**config.mk**
```make
export PLATFORM = sky130hd
export DESIGN_NAME = i2s_tx_serializer
export DESIGN_NICKNAME = d
export VERILOG_FILES = /design/src/rtl/audio_pkg.sv /design/src/rtl/i2s_clkgen.sv /design/src/rtl/i2s_tx_serializer.sv
export SDC_FILE = /design/constraint.sdc
export NUM_CORES = 1
export LEC_CHECK = 0
export ABC_CLOCK_PERIOD_IN_PS = 1840
export BUFFER_PORTS_ARGS = -buffer_cell sky130_fd_sc_hd__buf_2
export CORE_AREA = 2 2 107 109
export CTS_CLUSTER_DIAMETER = 150
export DETAILED_ROUTE_END_ITERATION = 10
export DIE_AREA = 0 0 109 111
export PLACE_DENSITY = 0.71
export SETUP_SLACK_MARGIN = 0.2
export SYNTH_ARGS = -nofsm -noshare
export SYNTH_HDL_FRONTEND = slang
export SYNTH_SLANG_ARGS = --single-unit
```
**constraint.sdc**
```tcl
create_clock -name clk -period 1.84 [get_ports clk]
set_clock_uncertainty 0.05 [all_clocks]
set_input_delay 0.184 -clock clk [delete_from_list [all_inputs] [get_ports clk]]
set_output_delay 0.184 -clock clk [all_outputs]
set_load 0.05 [all_outputs]
```
**src/rtl/audio_pkg.sv**
```systemverilog
// Shared audio-path types: sample width, signed sample and stereo pair.
package audio_pkg;
    localparam int AUDIO_DATA_W = 24;

    typedef logic signed [AUDIO_DATA_W-1:0] audio_sample_t;

    typedef struct packed {
        audio_sample_t left;
        audio_sample_t right;
    } stereo_frame_t;
endpackage

```
**src/rtl/i2s_clkgen.sv**
```systemverilog
// I2S master clock generator: divides clk into BCLK, tracks the frame bit
// position and produces LRCLK plus fall_evt / frame_load strobes.
module i2s_clkgen #(
    parameter int SLOT_W   = 32,
    parameter int BCLK_DIV = 4
) (
    input  logic clk,
    input  logic rst_n,
    input  logic enable,
    output logic i2s_bclk,
    output logic i2s_lrclk,
    output logic fall_evt,
    output logic frame_load
);
    localparam int DW = (BCLK_DIV > 2) ? $clog2(BCLK_DIV) : 1;
    localparam int FW = $clog2(2 * SLOT_W);
    localparam logic [DW-1:0] DIV_LAST = DW'(BCLK_DIV - 1);
    localparam logic [DW-1:0] DIV_HALF = DW'(BCLK_DIV / 2 - 1);
    localparam logic [FW-1:0] F_LAST   = FW'(2 * SLOT_W - 1);
    localparam logic [FW-1:0] F_RIGHT  = FW'(SLOT_W);

    logic [DW-1:0] div_cnt;
    logic [FW-1:0] f_cnt;
    logic [FW-1:0] f_next;

    assign fall_evt   = enable && (div_cnt == DIV_LAST);
    assign frame_load = fall_evt && (f_cnt == '0);
    assign f_next     = (f_cnt == F_LAST) ? '0 : f_cnt + FW'(1);

    always_ff @(posedge clk or negedge rst_n) begin
        if (!rst_n) begin
            div_cnt   <= '0;
            f_cnt     <= '0;
            i2s_bclk  <= 1'b0;
            i2s_lrclk <= 1'b0;
        end else if (!enable) begin
            div_cnt   <= '0;
            f_cnt     <= '0;
            i2s_bclk  <= 1'b0;
            i2s_lrclk <= 1'b0;
        end else begin
            div_cnt <= (div_cnt == DIV_LAST) ? '0 : div_cnt + DW'(1);
            if (div_cnt == DIV_HALF) begin
                i2s_bclk <= 1'b1;
            end else if (fall_evt) begin
                i2s_bclk <= 1'b0;
            end
            // LRCLK follows the new bit position, so it leads the slot MSB by one BCLK.
            if (fall_evt) begin
                f_cnt     <= f_next;
                i2s_lrclk <= (f_next >= F_RIGHT);
            end
        end
    end
endmodule

```
**src/rtl/i2s_tx_serializer.sv**
```systemverilog
// Philips I2S transmitter with a one-frame pending buffer and underrun flag.
// Optional I2S_TX_UNDERRUN_HOLD_EN: an underrun repeats the last loaded pair.
module i2s_tx_serializer
    import audio_pkg::*;
#(
    parameter int DATA_W   = AUDIO_DATA_W,
    parameter int SLOT_W   = 32,
    parameter int BCLK_DIV = 4
) (
    input  logic                     clk,
    input  logic                     rst_n,
    input  logic                     enable,
    input  logic                     sample_valid,
    output logic                     sample_ready,
    input  logic signed [DATA_W-1:0] sample_left,
    input  logic signed [DATA_W-1:0] sample_right,
    output logic                     i2s_bclk,
    output logic                     i2s_lrclk,
    output logic                     i2s_sdata,
    output logic                     underrun
);
    localparam int FRAME_W = 2 * SLOT_W;

    logic               fall_evt;
    logic               frame_load;
    logic               pend_valid;
    logic [DATA_W-1:0]  pend_l;
    logic [DATA_W-1:0]  pend_r;
    logic [DATA_W-1:0]  fill_l;
    logic [DATA_W-1:0]  fill_r;
    logic [DATA_W-1:0]  load_l;
    logic [DATA_W-1:0]  load_r;
    logic [FRAME_W-1:0] load_word;
    logic [FRAME_W-1:0] shreg;
    logic               xfer;

    i2s_clkgen #(
        .SLOT_W   (SLOT_W),
        .BCLK_DIV (BCLK_DIV)
    ) u_clkgen (
        .clk        (clk),
        .rst_n      (rst_n),
        .enable     (enable),
        .i2s_bclk   (i2s_bclk),
        .i2s_lrclk  (i2s_lrclk),
        .fall_evt   (fall_evt),
        .frame_load (frame_load)
    );

    // Handshake: a pair transfers on any clk edge where sample_valid and
    // sample_ready are both high; ready is simply "pending buffer empty".
    assign sample_ready = !pend_valid;
    assign xfer         = sample_valid && sample_ready;
    assign underrun     = frame_load && !pend_valid;
    assign i2s_sdata    = shreg[FRAME_W-1];

`ifdef I2S_TX_UNDERRUN_HOLD_EN
    logic [DATA_W-1:0] last_l;
    logic [DATA_W-1:0] last_r;

    always_ff @(posedge clk or negedge rst_n) begin
        if (!rst_n) begin
            last_l <= '0;
            last_r <= '0;
        end else if (frame_load) begin
            last_l <= load_l;
            last_r <= load_r;
        end
    end

    assign fill_l = last_l;
    assign fill_r = last_r;
`else
    assign fill_l = '0;
    assign fill_r = '0;
`endif

    always_comb begin
        load_l    = pend_valid ? pend_l : fill_l;
        load_r    = pend_valid ? pend_r : fill_r;
        load_word = '0;
        load_word[FRAME_W-1 -: DATA_W] = load_l;
        load_word[SLOT_W-1  -: DATA_W] = load_r;
    end

    // A transfer only happens with pending empty, so a coincident load is the underrun case.
    always_ff @(posedge clk or negedge rst_n) begin
        if (!rst_n) begin
            pend_valid <= 1'b0;
            pend_l     <= '0;
            pend_r     <= '0;
        end else if (xfer) begin
            pend_valid <= 1'b1;
            pend_l     <= sample_left;
            pend_r     <= sample_right;
        end else if (frame_load) begin
            pend_valid <= 1'b0;
        end
    end

    always_ff @(posedge clk or negedge rst_n) begin
        if (!rst_n) begin
            shreg <= '0;
        end else if (!enable) begin
            shreg <= '0;
        end else if (frame_load) begin
            shreg <= load_word;
        end else if (fall_evt) begin
            shreg <= {shreg[FRAME_W-2:0], 1'b0};
        end
    end
endmodule

```
==> key figures <==
Yosys
  • Total nets after synthesis: 535
  • Synth cell types: 30
  • Number of flip-flops and latches in the synthesized netlist: 115
  • Count of yosys warnings during synthesis: 0
  • Fraction of registers with async set/reset: 1.00
  • Count of flip-flops with a built-in enable after synthesis: 0
  • Post-Synthesis Mean Instance Area: 11.2 um2
  • Most frequently used flop master after synthesis: dfrtp_1
  • Post-synthesis instance total: 479
  • Most repeated cell in the gate-level netlist after synthesis: dfrtp_1
  • Share of the synthesized area in the top cell type: 0.536
  • Commonest cells in the netlist: dfrtp_1 (115), o211ai_1 (82), nand2_1 (52), nand3_1 (50), mux2_2 (48)
  • Register area share after synthesis: 0.536
  • Cell accounting for the most synthesized area: dfrtp_1
  • Area contributors post-synth: dfrtp_1 (54%), o211ai_1 (11%), mux2_2 (10%)
  • Area of the mapped netlist: 0.00537 mm2

Timing
  • Number of endpoints failing setup at the final stage: 58
  • Final worst hold slack: 164 ps
  • Final Critical Period: 2260 ps
  • Worst rel slew slack: 0.693
  • Share of the clock period used by the worst path after layout: 1.23
  • Slew @ Worst Pin: 460 ps
  • Final hold violation count: 0
  • Final setup slack of the worst path: -416 ps
  • RSZ-0062 raised after global routing: true
  • Max frequency: 443 MHz
  • Max-slew violation count: 0

Pwr
  • Worst-case vdd ir drop: 0.810 mV
  • Ratio of total power to cell area: 1180 mW/mm2
  • PnR Total Power: 9.01 mW
  • Leak: 3.28 nW

Detailed routing
  • Iter 0 DRT Violations: 321
  • Wire length after detailed routing: 14000 um
  • Average wire per cell in the routed design: 18.4 um
  • Final routed DRC violation total: 0
  • Remaining number of nets flagged by the antenna check after routing: 0
  • Vias: 4388
  • Pre-antenna DRT Iters: 4
  • Post-DR vias/cell: 5.80

Clock network
  • Max Buffers Root-to-Sink: 2
  • Root buf cell: clkbuf_16
  • TritonCTS clock tree: built
  • Num CTS Buffers: 17
  • Clock edge transition at the registers on the reported setup and hold paths: 50 ps
  • Number of levels in the clock H-tree: 4
  • Insertion delay of the later-clocked pin in the worst-skew pair: 420 ps
  • Clk sink count: 115

Final layout
  • Register Area: 0.00288 mm2
  • Multi-input gate area in the final layout: 0.00233 mm2
  • Fraction of layout instances using a drive strength above 1: 0.349
  • Synthesis-to-finish area growth: 42.4%
  • Layout filler cell count: 759
  • Final antenna diode count: 0
  • Layout Nets: 657
  • Post-layout utilization of the core: 0.691

Floorplanning
  • Overall die area: 0.0121 mm2
  • Die boundary width: 109 um
  • # IOs: 57
  • Initial cell density of the core: 0.485
  • Area of the core: 0.0111 mm2
  • Die Y-Extent: 111 um
  • Num rows: 39

Setup path
  • Critical path launch point type: flip-flop
  • Worst setup path startpoint: u_clkgen.f_cnt[0]
  • Critical path required time: 1610 ps
  • CP endpoint kind: output port
  • Path type of the worst setup path: reg -> out
  • Maximum fanout count along the critical path: 2
  • Data arrival time of the critical path: 2020 ps
  • Beginning of the worst register-to-register path: u_clkgen.f_cnt[0]

Outcome
  • Run status: complete, but fails checks
  • Failing checks: setup timing

GRT
  • Gr ovfl total: 0
  • Vias in the first global route: 4394
  • Pin count of the biggest net entering global routing: 56
  • First-pass GRT wire length: 21900 um
  • All-Layer GR Usage: 0.235
  • Number of antenna violations at the first check in global routing: 0

Place
  • Final GP Congestion: 0.763
  • Worst slack at placement: -235 ps
  • Quantity of I/O buffers inserted on ports: 56
  • Post-detail-place hpwl: 7030 um

Job
  • Max Cap Viol: 0

Worst hold path
  • Hold/Removal Path Class: in -> reg
  • Startpoint of the tightest hold check path: enable
[final cells by class]
| cell class | count | area share |
|---|---|---|
| flip-flops and latches | 115 | 0.377 |
| clock buffers | 24 | 0.0656 |
| well taps | 143 | 0.0234 |
| repair buffers | 154 | 0.212 |
| multi-input cells | 309 | 0.304 |
| clock inverters | 8 | 0.0160 |
| inverters | 4 | 0.00196 |
[worst max-delay path: stages, from the launching register on]
cell and delay [ps]:
dfrtp_1 380, inv_1 70, ha_1 130, or4b_4 460, or2_4 260, nor3_4 120, buf_6 180
[kinds of logic (layout without fill, tap and decap cells)]
group	count (synthesis)	after routing	share of synthesized area
AND/OR/NAND/NOR	131	131	0.117
AO/OA/AOI/OAI	121	121	0.185
flip-flops	115	115	0.536
buffers and inverters	55	190	0.0438
multiplexers	50	50	0.104
adder cells (fa/ha/maj)	4	4	0.00932
XOR/XNOR	3	3	0.00489
[per-stage QoR]
stage / area (um2) / instances / setup TNS [ps]
final: 7650 / 757 / -17530
after global routing: 7650 / 757 / -22260
after CTS: 7400 / 744 / -9220
after detailed placement: 5950 / 651 / -9230
after global placement: 5950 / 651 / -7100
after floorplan: 5430 / 479 / -2160
[cell usage in the layout, fill, tap and decap left out, types with 8 or more instances in the layout]
cell and n:
dfrtp_1 113, o211ai_1 82, buf_2 53, nand2_1 52, nand3_1 50, dlygate4sd3_1 49, mux2_2 48, clkbuf_16 22
o211ai_2 19, buf_12 17, buf_4 16, nand2b_1 8, a21boi_1 8
[state kept, by name, summed over array words and instances (netlist names)]
signal	count
u_clkgen.f_cnt	6
shreg	56
pend_l	24
u_clkgen.i2s_lrclk	1
u_clkgen.i2s_bclk	1
u_clkgen.div_cnt	2
pend_valid	1
pend_r	24
[power by group]
| part | switching, mW | internal [mW] |
|---|---|---|
| combinational | 0.895 | 1.14 |
| sequential | 0.374 | 3.16 |
| clock | 1.14 | 2.30 |
| total | 2.40 | 6.61 |
[routing by layer]
layer / track usage / share of wire / vias to the layer above
li1: - / - / 2005
met1: 0.312 / 0.42 / 2202
met2: 0.375 / 0.51 / 159
met3: 0.0535 / 0.051 / 22
met4: 0.0906 / 0.017 / 0
met5: 0 / 0 / -
[path summary, 6_finish.rpt]
check                      slack, ps  depth (start not counted)           endpoint
setup / recovery                -420                          6           underrun
hold / removal                   160                          3  u_clkgen.i2s_bclk
setup reg to reg                -410                         10          shreg[41]
hold reg to reg                  460                          2          shreg[28]
max in group asynchronous        920                          3  u_clkgen.f_cnt[2]
min in group asynchronous        200                          2         pend_l[19]
[what timing repair did]
action                                  4_1_cts  5_1_grt
endpoints found under the setup margin       60       60
setup buffers                                 5        5
hold buffers                                 49        0
cloned                                        7        8
pin swaps                                    21        7
endpoints found under the hold margin        77        0
gates resized for setup                      32       12
Power figures use the tool's default switching activity.
